## config.mk

```make
export PLATFORM = sky130hd
export DESIGN_NAME = writeback_regfile
export DESIGN_NICKNAME = d
export VERILOG_FILES = /design/src/rtl/writeback_regfile.sv
export SDC_FILE = /design/constraint.sdc
export NUM_CORES = 2
export LEC_CHECK = 0
export BUFFER_PORTS_ARGS = -buffer_cell sky130_fd_sc_hd__buf_2
export CELL_PAD_IN_SITES_DETAIL_PLACEMENT = 1
export CELL_PAD_IN_SITES_GLOBAL_PLACEMENT = 2
export CORE_MARGIN = 8
export CORE_UTILIZATION = 45
export CTS_CLUSTER_DIAMETER = 150
export CTS_CLUSTER_SIZE = 16
export DETAILED_ROUTE_END_ITERATION = 8
export PLACE_DENSITY_LB_ADDON = 0.1
export SETUP_SLACK_MARGIN = 0.05
export SLEW_MARGIN = 20
export SYNTH_ARGS = -nofsm -noshare
export SYNTH_HDL_FRONTEND = slang
export SYNTH_SLANG_ARGS = --single-unit
```

## constraint.sdc

```tcl
create_clock -name clk -period 6.7 [get_ports clk]
set_input_delay 1.34 -clock clk [delete_from_list [all_inputs] [get_ports clk]]
set_output_delay 1.34 -clock clk [all_outputs]
set_load 0.01 [all_outputs]
```

## src/rtl/writeback_regfile.sv

```systemverilog
// Y86-64 SEQ write-back stage: destination decode, 15 x 64-bit register
// file with two combinational read ports, sticky status and retire counter.
module writeback_regfile #(
    parameter logic [63:0] RSP_INIT = 64'h0000_0000_0000_0F00,
    parameter int          CNT_W    = 64
) (
    input  logic             clk,
    input  logic             rst,
    input  logic             wb_valid,
    input  logic [3:0]       icode,
    input  logic [3:0]       rA,
    input  logic [3:0]       rB,
    input  logic             cnd,
    input  logic [63:0]      valE,
    input  logic [63:0]      valM,
    input  logic             imem_error,
    input  logic             instr_valid,
    input  logic             dmem_error,
    input  logic [3:0]       srcA,
    input  logic [3:0]       srcB,
    output logic [63:0]      valA_rd,
    output logic [63:0]      valB_rd,
    output logic [2:0]       stat,
    output logic             halted,
    output logic [CNT_W-1:0] retired
);

    localparam logic [3:0] IHALT   = 4'h0;
    localparam logic [3:0] IRRMOVQ = 4'h2;
    localparam logic [3:0] IIRMOVQ = 4'h3;
    localparam logic [3:0] IMRMOVQ = 4'h5;
    localparam logic [3:0] IOPQ    = 4'h6;
    localparam logic [3:0] ICALL   = 4'h8;
    localparam logic [3:0] IRET    = 4'h9;
    localparam logic [3:0] IPUSHQ  = 4'hA;
    localparam logic [3:0] IPOPQ   = 4'hB;

    localparam logic [3:0] RNONE   = 4'hF;
    localparam logic [3:0] REG_RSP = 4'h4;

    localparam logic [2:0] STAT_AOK = 3'd1;
    localparam logic [2:0] STAT_HLT = 3'd2;
    localparam logic [2:0] STAT_ADR = 3'd3;
    localparam logic [2:0] STAT_INS = 3'd4;

    logic [63:0]      rf_r [0:14];
    logic [2:0]       stat_r;
    logic             halted_r;
    logic [CNT_W-1:0] retired_r;

    logic [3:0] dst_e_s;
    logic [3:0] dst_m_s;
    logic [2:0] cyc_stat_s;
    logic       commit_s;
    logic       fault_s;

    // Destination decode: which registers this instruction would write.
    always_comb begin
        dst_e_s = RNONE;
        dst_m_s = RNONE;
        case (icode)
            IRRMOVQ: begin
                if (cnd) begin
                    dst_e_s = rB;
                end else begin
                    dst_e_s = RNONE;
                end
            end
            IIRMOVQ, IOPQ:               dst_e_s = rB;
            IPUSHQ, ICALL, IRET:         dst_e_s = REG_RSP;
            IPOPQ: begin
                dst_e_s = REG_RSP;
                dst_m_s = rA;
            end
            IMRMOVQ:                     dst_m_s = rA;
            default: begin
                dst_e_s = RNONE;
                dst_m_s = RNONE;
            end
        endcase
    end

    // Per-cycle status with fetch faults taking priority over memory faults.
    always_comb begin
        cyc_stat_s = STAT_AOK;
        if (imem_error) begin
            cyc_stat_s = STAT_ADR;
        end else if (!instr_valid) begin
            cyc_stat_s = STAT_INS;
        end else if (dmem_error) begin
            cyc_stat_s = STAT_ADR;
        end else if (icode == IHALT) begin
            cyc_stat_s = STAT_HLT;
        end else begin
            cyc_stat_s = STAT_AOK;
        end
    end

    // Commit only a valid, clean instruction while the machine is still running.
    always_comb begin
        commit_s = wb_valid && !halted_r && (cyc_stat_s == STAT_AOK);
        fault_s  = wb_valid && !halted_r && (cyc_stat_s != STAT_AOK);
    end

    // Register file update; the M write is issued last so popq %rsp keeps valM.
    always_ff @(posedge clk) begin
        if (rst) begin
            for (int i = 0; i < 15; i++) begin
                rf_r[i] <= (i == 4) ? RSP_INIT : 64'h0;
            end
        end else if (commit_s) begin
            if (dst_e_s != RNONE) begin
                rf_r[dst_e_s] <= valE;
            end
            if (dst_m_s != RNONE) begin
                rf_r[dst_m_s] <= valM;
            end
        end
    end

    // Sticky status and retire counter; HLT retires, address/instr faults do not.
    always_ff @(posedge clk) begin
        if (rst) begin
            stat_r    <= STAT_AOK;
            halted_r  <= 1'b0;
            retired_r <= {CNT_W{1'b0}};
        end else if (commit_s) begin
            retired_r <= retired_r + {{(CNT_W-1){1'b0}}, 1'b1};
        end else if (fault_s) begin
            stat_r   <= cyc_stat_s;
            halted_r <= 1'b1;
            if (cyc_stat_s == STAT_HLT) begin
                retired_r <= retired_r + {{(CNT_W-1){1'b0}}, 1'b1};
            end
        end
    end

    // Decode read ports: stored state only, RNONE reads as zero.
    always_comb begin
        if (srcA == RNONE) begin
            valA_rd = 64'h0;
        end else begin
            valA_rd = rf_r[srcA];
        end
        if (srcB == RNONE) begin
            valB_rd = 64'h0;
        end else begin
            valB_rd = rf_r[srcB];
        end
    end

    assign stat    = stat_r;
    assign halted  = halted_r;
    assign retired = retired_r;

endmodule
```

==> flow_metrics.tcl <==
set metrics [dict create \
    final.setup.tns_ns 0 \
    crit_path_frequent_cell "mux4_2" \
    grt_max_degree 84 \
    dp_hpwl_mm 133 \
    cpMaxStageDelayCell "mux4_2" \
    grt_pass1_wl_mm 333 \
    worst_setup_path_start_kind "input port" \
    clockBufferDepth 3 \
    post-synth-top-area-fraction_pct 50.7 \
    synth_area_leader_cell "edfxtp_1" \
    synth_commonest_cells "edfxtp_1, a22o_1, mux4_2" \
    synth_area_leaders "edfxtp_1, mux4_2, a22o_1, clkbuf_1, dfxtp_1" \
    p_leak_nw 23.0 \
    vias 42400 \
    final_core_util_pct 49.7 \
    htreeDepth 3 \
    cts.sinks 1092 \
    drive_gt1_share_pct 31.8 \
    path_cells "buf_8 > buf_12 > mux4_2 > mux4_2 > nor2b_1 > buf_2" \
    end_kind "output port" \
    slowest_delay_ns 0.61 \
    core.rowCount 134 \
    rr_worst_depth 7 \
    die_w_um 383 \
    place_inst 5651 \
    remaining_drc_errors 0 \
    cap_violations 0 \
    cts.repair.resized 0 \
    cts_tree "built" \
    wl_per_cell_um 40.6 \
    period_minus_slack_ns 5.13 \
    start_util_pct 45.4 \
    crit_type "input port to output port" \
    grt_overflow 0 \
    cts_root_buf "clkbuf_16" \
    synth_area_um2 60600 \
    yosys_warnings 0 \
    final_nets 4120 \
    critical_path.top_delay_family "multiplexers" \
    whs_ns 0.463 \
    synthFlopType "edfxtp_1" \
    hp-class "flip-flop to flip-flop" \
    cts-hold-fix-buffers 0 \
    crit_buf_inv 3 \
    grtUsageTotal_pct 31.2 \
    slew_violations 0 \
    synthCells 3934 \
    hold_viol 0 \
    worst-path-max-fanout 43 \
    clock_skew_ns 0.0177 \
    yosysMostFrequentCell "edfxtp_1" \
    post_cts_buffers 0 \
    clk_pin_slew_worst_paths_ns 0.06 \
    port_buffers 350 \
    syn_area_per_cell_um2 15.4 \
    worst_pin_slew_ns 1.16 \
    antenna_found_initial 31 \
    rsz0062_at_grt "false" \
    ir_drop_v 0.000189 \
    cts_inserted_buffers 78 \
    antenna_left 0 \
    yosys.cell_types.count 52 \
    cp_num_cells 6 \
    hold-path-cell-count 1 \
    die_h_um 383 \
    clock_latency_ns 0.69 \
    ys_ff_latch 1092 \
    core_area_um2 134000 \
    clock.fmax_mhz 195 \
    drt_pass1_iterations 5 \
    status "complete, no violations" \
    synth-edff-count 1024 \
    ios 351 \
    power.density_nw_per_um2 216 \
    drt_iter0_drc 5139 \
    crit_required_ns 5.36 \
    setup_viol 0 \
    syn2layout_area_growth_pct 9.63 \
    fin_crit_sh_pct 76.5 \
    grt_pass1_vias 44100 \
    dieArea_um2 147000 \
    cp.arrival_ns 3.79 \
    slew_headroom_pct 22.6 \
    wirelength_mm 234 \
    final_cells 5763 \
    async_reset_ff_share_pct 0 \
    vias_per_cell 7.36 \
    seq_area_frac_synth_pct 53.0 \
    place.gp.congestion 0.787 \
]
-- layer usage --
metal  up-vias  GRT usage [%]  wire length, um
met2      2605           50.2           111000
met3       454           5.59            22300
met1     22900           42.9            92200
met4         6           11.0             8470
met5         -              0               42
li1      16500              -                -
-- cells by family (layout without fill, tap and decap cells) --
family                   count (synthesis)  after routing  synth area share (%)
AND/OR/NAND/NOR                        528            528                  4.61
XOR/XNOR                                39             39                 0.563
other                                    1             78               0.00619
adder cells (fa/ha/maj)                  1              1                0.0206
AO/OA/AOI/OAI                         1022           1022                  14.1
flip-flops                            1092           1092                  53.0
buffers and inverters                  611            595                  3.91
multiplexers                           640            640                  23.8
-- area by class of cell --
type | instances | area, um^2
Clock buffer | 92 | 2070
Fill cell | 12600 | 67200
Sequential cell | 1092 | 32100
Multi-Input combinational cell | 2294 | 26700
Antenna cell | 14 | 35.0
Inverter | 16 | 60.1
Timing Repair Buffer | 482 | 3260
Tap cell | 1768 | 2210
Clock inverter | 5 | 51.3
-- worst paths after layout --
check	from	to	slack (ns)
max reg2reg	halted$_SDFFE_PP0P_	rf_r[2][19]$_DFFE_PP_	2.87
max	srcB[0]	valB_rd[55]	1.57
min reg2reg	stat[0]$_SDFFE_PP1P_	stat[0]$_SDFFE_PP1P_	0.46
min	stat[0]$_SDFFE_PP1P_	stat[0]$_SDFFE_PP1P_	0.46
-- state kept, by name (all words and copies together), names as in the netlist --
name,cells
stat,3
retired,64
rf_r,1024
halted,1
-- layout by cell type (no fill, tap or decap), drive strengths merged, types with 25 or more instances in the layout --
cell | synthesis | layout
nand4 | 37 | 37
a21oi | 33 | 33
nand2 | 124 | 124
buf | 143 | 482
nor4 | 25 | 25
clkbuf | 452 | 92
a22o | 896 | 896
conb | 1 | 64
dfxtp | 68 | 68
mux4 | 640 | 640
nor2 | 87 | 87
nor2b | 132 | 132
edfxtp | 1024 | 1024
or3 | 34 | 34
xnor2 | 31 | 31
o21ai | 67 | 67
-- per-stage QoR --
| stage | instance area, um^2 | power, W | worst slack, ns |
|---|---|---|---|
| floorplan | 60900 | 0.00904 | 1.45 |
| global placement | 64300 | 0.00979 | 1.52 |
| detailed placement | 64300 | 0.00982 | 1.54 |
| CTS | 66400 | 0.0144 | 1.53 |
| global route | 66400 | 0.0147 | 1.47 |
| finish | 66500 | 0.0143 | 1.57 |
-- worst register-to-register path, cell delays in order (launching register included) --
cell and delay, ns:
dfxtp_1 0.36, nand2b_1 0.27, nor4_1 0.39, buf_4 0.22, nand3_1 0.32, nor2_4 0.73
or3_4 0.70, buf_12 0.44
-- report_power, final --
group | switching [W] | internal (W) | total (W)
Clock | 0.00248 | 0.00218 | 0.00466
Combinational | 0.00108 | 0.000796 | 0.00188
Sequential | 0.000125 | 0.00767 | 0.00780
Total | 0.00368 | 0.0106 | 0.0143
Note: power is estimated with default switching activity, not from simulation.
